==> src/rtl/divider_pkg.sv <==
// Shared types and constants for the sequential restoring divider.
package divider_pkg;

   typedef enum logic [1:0] {
      ST_IDLE = 2'd0,
      ST_BUSY = 2'd1,
      ST_DONE = 2'd2
   } div_state_e;

   localparam int DIV_WIDTH_DEFAULT = 8;
   localparam int DIV_CNT_W         = $clog2(DIV_WIDTH_DEFAULT + 1);

   function automatic int div_cnt_width(input int width);
      return $clog2(width + 1);
   endfunction

endpackage

==> src/rtl/divider_step.sv <==
// One combinational restoring step: shift in a dividend bit, trial-subtract the divisor.
module divider_step #(
   parameter int WIDTH = 8
) (
   input  logic [WIDTH:0]   rem_i,
   input  logic             bit_i,
   input  logic [WIDTH-1:0] divisor_i,
   output logic [WIDTH:0]   rem_o,
   output logic             q_o
);

   logic [WIDTH:0] shifted_s;
   logic           ge_s;

   // A set rem_i MSB means the shifted value overflowed WIDTH+1 bits and is certainly >= divisor.
   always_comb begin
      shifted_s = {rem_i[WIDTH-1:0], bit_i};
      ge_s      = rem_i[WIDTH] | (shifted_s >= {1'b0, divisor_i});
      q_o       = ge_s;
      if (ge_s) begin
         rem_o = shifted_s - {1'b0, divisor_i};
      end else begin
         rem_o = shifted_s;
      end
   end

endmodule

==> src/rtl/divider_u8.sv <==
// Sequential unsigned divider, one quotient bit per clock with start/ok/err handshake.
// Optional DIVIDER_FAST_PATH_EN: A < B completes straight from IDLE without iterating.
module divider_u8
   import divider_pkg::*;
#(
   parameter int WIDTH = DIV_WIDTH_DEFAULT
) (
   input  logic             clk,
   input  logic             reset,
   input  logic             start,
   input  logic [WIDTH-1:0] A,
   input  logic [WIDTH-1:0] B,
   output logic [WIDTH-1:0] D,
   output logic [WIDTH-1:0] R,
   output logic             ok,
   output logic             err
);

   localparam int CW = div_cnt_width(WIDTH);

   div_state_e       state_q, state_d;
   logic [WIDTH-1:0] quo_q, quo_d;
   logic [WIDTH-1:0] div_q, div_d;
   logic [WIDTH:0]   rem_q, rem_d;
   logic [CW-1:0]    cnt_q, cnt_d;
   logic [WIDTH-1:0] d_q, d_d;
   logic [WIDTH-1:0] r_q, r_d;
   logic             ok_q, ok_d;
   logic             err_q, err_d;

   logic [WIDTH:0]   step_rem_s;
   logic             step_q_s;

   divider_step #(.WIDTH(WIDTH)) u_step (
      .rem_i     (rem_q),
      .bit_i     (quo_q[WIDTH-1]),
      .divisor_i (div_q),
      .rem_o     (step_rem_s),
      .q_o       (step_q_s)
   );

   // quo_q starts as the dividend and fills with quotient bits from the LSB as it shifts out.
   always_comb begin
      state_d = state_q;
      quo_d   = quo_q;
      div_d   = div_q;
      rem_d   = rem_q;
      cnt_d   = cnt_q;
      d_d     = d_q;
      r_d     = r_q;
      ok_d    = 1'b0;
      err_d   = 1'b0;
      case (state_q)
         ST_IDLE: begin
            if (start) begin
               quo_d = A;
               div_d = B;
               rem_d = '0;
               cnt_d = CW'(WIDTH);
               if (B == '0) begin
                  d_d     = '1;
                  r_d     = A;
                  err_d   = 1'b1;
                  state_d = ST_DONE;
               end
`ifdef DIVIDER_FAST_PATH_EN
               else if (A < B) begin
                  d_d     = '0;
                  r_d     = A;
                  ok_d    = 1'b1;
                  state_d = ST_DONE;
               end
`endif
               else begin
                  state_d = ST_BUSY;
               end
            end else begin
               state_d = ST_IDLE;
            end
         end
         ST_BUSY: begin
            rem_d = step_rem_s;
            quo_d = {quo_q[WIDTH-2:0], step_q_s};
            cnt_d = cnt_q - CW'(1);
            if (cnt_q == CW'(1)) begin
               d_d     = {quo_q[WIDTH-2:0], step_q_s};
               r_d     = step_rem_s[WIDTH-1:0];
               ok_d    = 1'b1;
               state_d = ST_DONE;
            end else begin
               state_d = ST_BUSY;
            end
         end
         ST_DONE: begin
            state_d = ST_IDLE;
         end
         default: begin
            state_d = ST_IDLE;
         end
      endcase
   end

   // State, datapath and output registers.
   always_ff @(posedge clk or posedge reset) begin
      if (reset) begin
         state_q <= ST_IDLE;
         quo_q   <= '0;
         div_q   <= '0;
         rem_q   <= '0;
         cnt_q   <= '0;
         d_q     <= '0;
         r_q     <= '0;
         ok_q    <= 1'b0;
         err_q   <= 1'b0;
      end else begin
         state_q <= state_d;
         quo_q   <= quo_d;
         div_q   <= div_d;
         rem_q   <= rem_d;
         cnt_q   <= cnt_d;
         d_q     <= d_d;
         r_q     <= r_d;
         ok_q    <= ok_d;
         err_q   <= err_d;
      end
   end

   assign D   = d_q;
   assign R   = r_q;
   assign ok  = ok_q;
   assign err = err_q;

endmodule

==> config.mk <==
export PLATFORM = sky130hd
export DESIGN_NAME = divider_u8
export DESIGN_NICKNAME = d
export VERILOG_FILES = /design/src/rtl/divider_pkg.sv /design/src/rtl/divider_step.sv /design/src/rtl/divider_u8.sv
export SDC_FILE = /design/constraint.sdc
export NUM_CORES = 1
export LEC_CHECK = 0
export ABC_AREA = 0
export CAP_MARGIN = 25
export CELL_PAD_IN_SITES_DETAIL_PLACEMENT = 1
export CELL_PAD_IN_SITES_GLOBAL_PLACEMENT = 2
export CORE_UTILIZATION = 36
export DETAILED_ROUTE_END_ITERATION = 12
export HOLD_SLACK_MARGIN = 0.15
export PLACE_DENSITY = 0.95
export SYNTH_ARGS = -nofsm -noshare
export SYNTH_HDL_FRONTEND = slang
export SYNTH_SLANG_ARGS = --single-unit
export TNS_END_PERCENT = 30
==> constraint.sdc <==
create_clock -name clk -period 5.8 [get_ports clk]
set_input_delay 1.16 -clock clk [delete_from_list [all_inputs] [get_ports clk]]
set_output_delay 1.16 -clock clk [all_outputs]
set_load 0.005 [all_outputs]
==> metrics.yaml <==
grt_util_met1_pct: 24.8
cp-end-kind: "register"
max-slew-margin-rel_pct: 37.8
synthMuxAreaShare_pct: 2.18
grt_pass1_wl_mm: 10.9
use_met3_pct: 3.60
cts_resized: 0
finalNetCount: 331
drc_errors: 3
rsz0062_at_grt: "no"
avgSynthCellArea_sq_um: 9.29
dp_slack_ps: 2020
power_mw: 1.93
critPathLaunch: "B[5]"
port_buffers: 36
yosysUniqueCellTypes: 46
yosysTopAreaCell: "dfrtp_1"
synth_edf_count: 0
violations: "design-rule violations"
die_x_microns: 84.9
fin_crit_sh_pct: 54.1
n_antenna_cell: 0
synthCells: 266
pin_count: 37
die_area_sq_um: 7200
synthTopCellsByArea: "dfrtp_1 (50%), nand2_1 (7.1%), ha_1 (5.1%)"
antenna_left: 0
grt_max_degree: 30
cellLeakagePower_nw: 1.31
max_freq_ghz: 0.319
synth_fp_nets: 296
required_ps: 6030
met2_usage_pct: 33.6
stdcell_area_sq_um: 3040
yosysWarnings: 0
hpwl_mm: 4.58
drv_slew: 0
routed-via-count: 2065
synth_compound_area_share_pct: 18.9
hp-class: "reg2reg"
cts_buffers: 5
cp.arrival_ps: 3370
start_util_pct: 38.1
grt_usage_pct: 19.4
outcome: "finished with violations"
core_sq_um: 6490
clock_latency_ps: 310
startpoint_type: "input port"
first_pass_iters: 8
root_buffer: "clkbuf_8"
routed_wl_mm: 6.34
timing.rr.start: "div_q[1]"
syn_area_sq_um: 2470
synth_top_family_by_area: "compound AO/OA/AOI/OAI gates"
path_class: "in2reg"
synth_flop_cell: "dfrtp_1"
cts_setup_buffers: 0
row_count: 29
cts_sinks: 49
drt_iter0_markers: 78
vdd_drop_max_mv: 0.201
gr-max-usage-layer: "met2"
synth_simple_gate_area_share_pct: 18.6
setup_slack_ps: 2660
synth_async_sr_flop_share_pct: 100
die_h_microns: 84.9
antenna_found_initial: 0
p_per_area_nw_per_um2: 633
fin_util_pct: 46.8
cts_tree: "done"
yosys.area_share.adder_pct: 5.87
crit_fanout: 17
via_per_inst: 5.45
synth_top_area_share_pct: 49.6
synth-xor-area-share_pct: 0.354
dp.cells: 369
htreeDepth: 2
clkTransAtPathRegs_ps: 100
hp-start: "div_q[0]"
clk_path_buf_depth: 2
fin_cells: 379
hold_viol: 0
finalSetupTns_ps: 0
overflow: 0
post_drt_wl_per_cell_microns: 16.7
grt_pass1_vias: 2210
drive_gt1_share_pct: 7.95
skew_ps: 7.84
ys_seq_elements: 49
final-setup-viol-count: 0
synth.yosys.seq_area_share_pct: 49.6
tightestPinTransition_ps: 931
synthToLayoutAreaGrowth_pct: 23.0
cap_viol_max_count: 0
postCtsHoldBufs: 0
period_needed_ps: 3140
fin_hold_ws_ps: 495
gp_congestion: 0.821
placed_area_sq_um: 2900
-- synthesized netlist by cell type (3+ instances only) --
cell type and number:
nand2b_1 4, nor2_1 24, ha_1 10, dfrtp_1 49, o21bai_1 3, buf_2 3
a21oi_1 14, mux2_2 3, nor3_1 6, a31oi_1 13, o21ai_0 20, o21a_1 4
clkbuf_1 9, a32oi_1 3, o22ai_1 3, inv_1 14, nand2_1 47
-- critical path, stage by stage --
cell,delay [ps]
clkdlybuf4s50_1,430
nor4_1,430
nand3_1,390
nand2b_1,500
buf_8,220
o21bai_1,70
a31oi_1,160
-- power breakdown --
group          internal (mW)  leakage, nW  switching, mW
registers              0.500        0.558         0.0970
clock network          0.130       0.0554          0.122
logic                  0.496        0.693          0.581
-- area by class of cell --
cell class	instances	area, sq um
fill	741	3450
sequential	49	1230
multi-input combinational	190	1130
timing repair buffer	41	422
tap	77	96.3
clock buffer	6	72.6
inverter	14	52.6
clock inverter	2	38.8
-- path summary, 6_finish.rpt --
kind / to / slack, ps / depth (start not counted)
hold reg to reg: div_q[0] / 500 / 2
min in group asynchronous: quo_q[6] / 1230 / 2
hold / removal: div_q[0] / 500 / 2
max in group asynchronous: cnt_q[1] / 4020 / 3
setup / recovery: R[6] / 2660 / 7
setup reg to reg: R[0] / 2960 / 8
-- registers in the layout, summed over array words and instances, names as in the netlist, 2 cells and up --
| register | cells |
|---|---|
| cnt_q | 4 |
| R | 8 |
| quo_q | 8 |
| rem_q | 9 |
| D | 8 |
| state_q | 2 |
| div_q | 8 |
-- logic make-up (layout without fill, tap and decap cells) --
logic type | after synthesis | after routing
AOI/OAI and AO/OA | 73 | 73
xor gates and xnor gates | 1 | 1
adders and majority gates | 11 | 11
buffers and inverters | 27 | 63
DFF | 49 | 49
muxes | 5 | 5
and+or+nand+nor | 100 | 100
-- cells in the final DEF, fill, tap and decap left out, drive strengths merged, types with 10 or more instances in the layout --
| cell type | count |
|---|---|
| o21ai | 20 |
| clkdlybuf4s50 | 36 |
| a31oi | 13 |
| nand2 | 47 |
| inv | 14 |
| dfrtp | 49 |
| nor2 | 24 |
| ha | 10 |
| a21oi | 15 |
-- routing by layer --
layer	vias up	wire length (microns)
met5	-	0
met2	27	3190
met4	0	91
met1	1035	2910
met3	7	155
li1	996	-
Power figures use the tool's default switching activity.
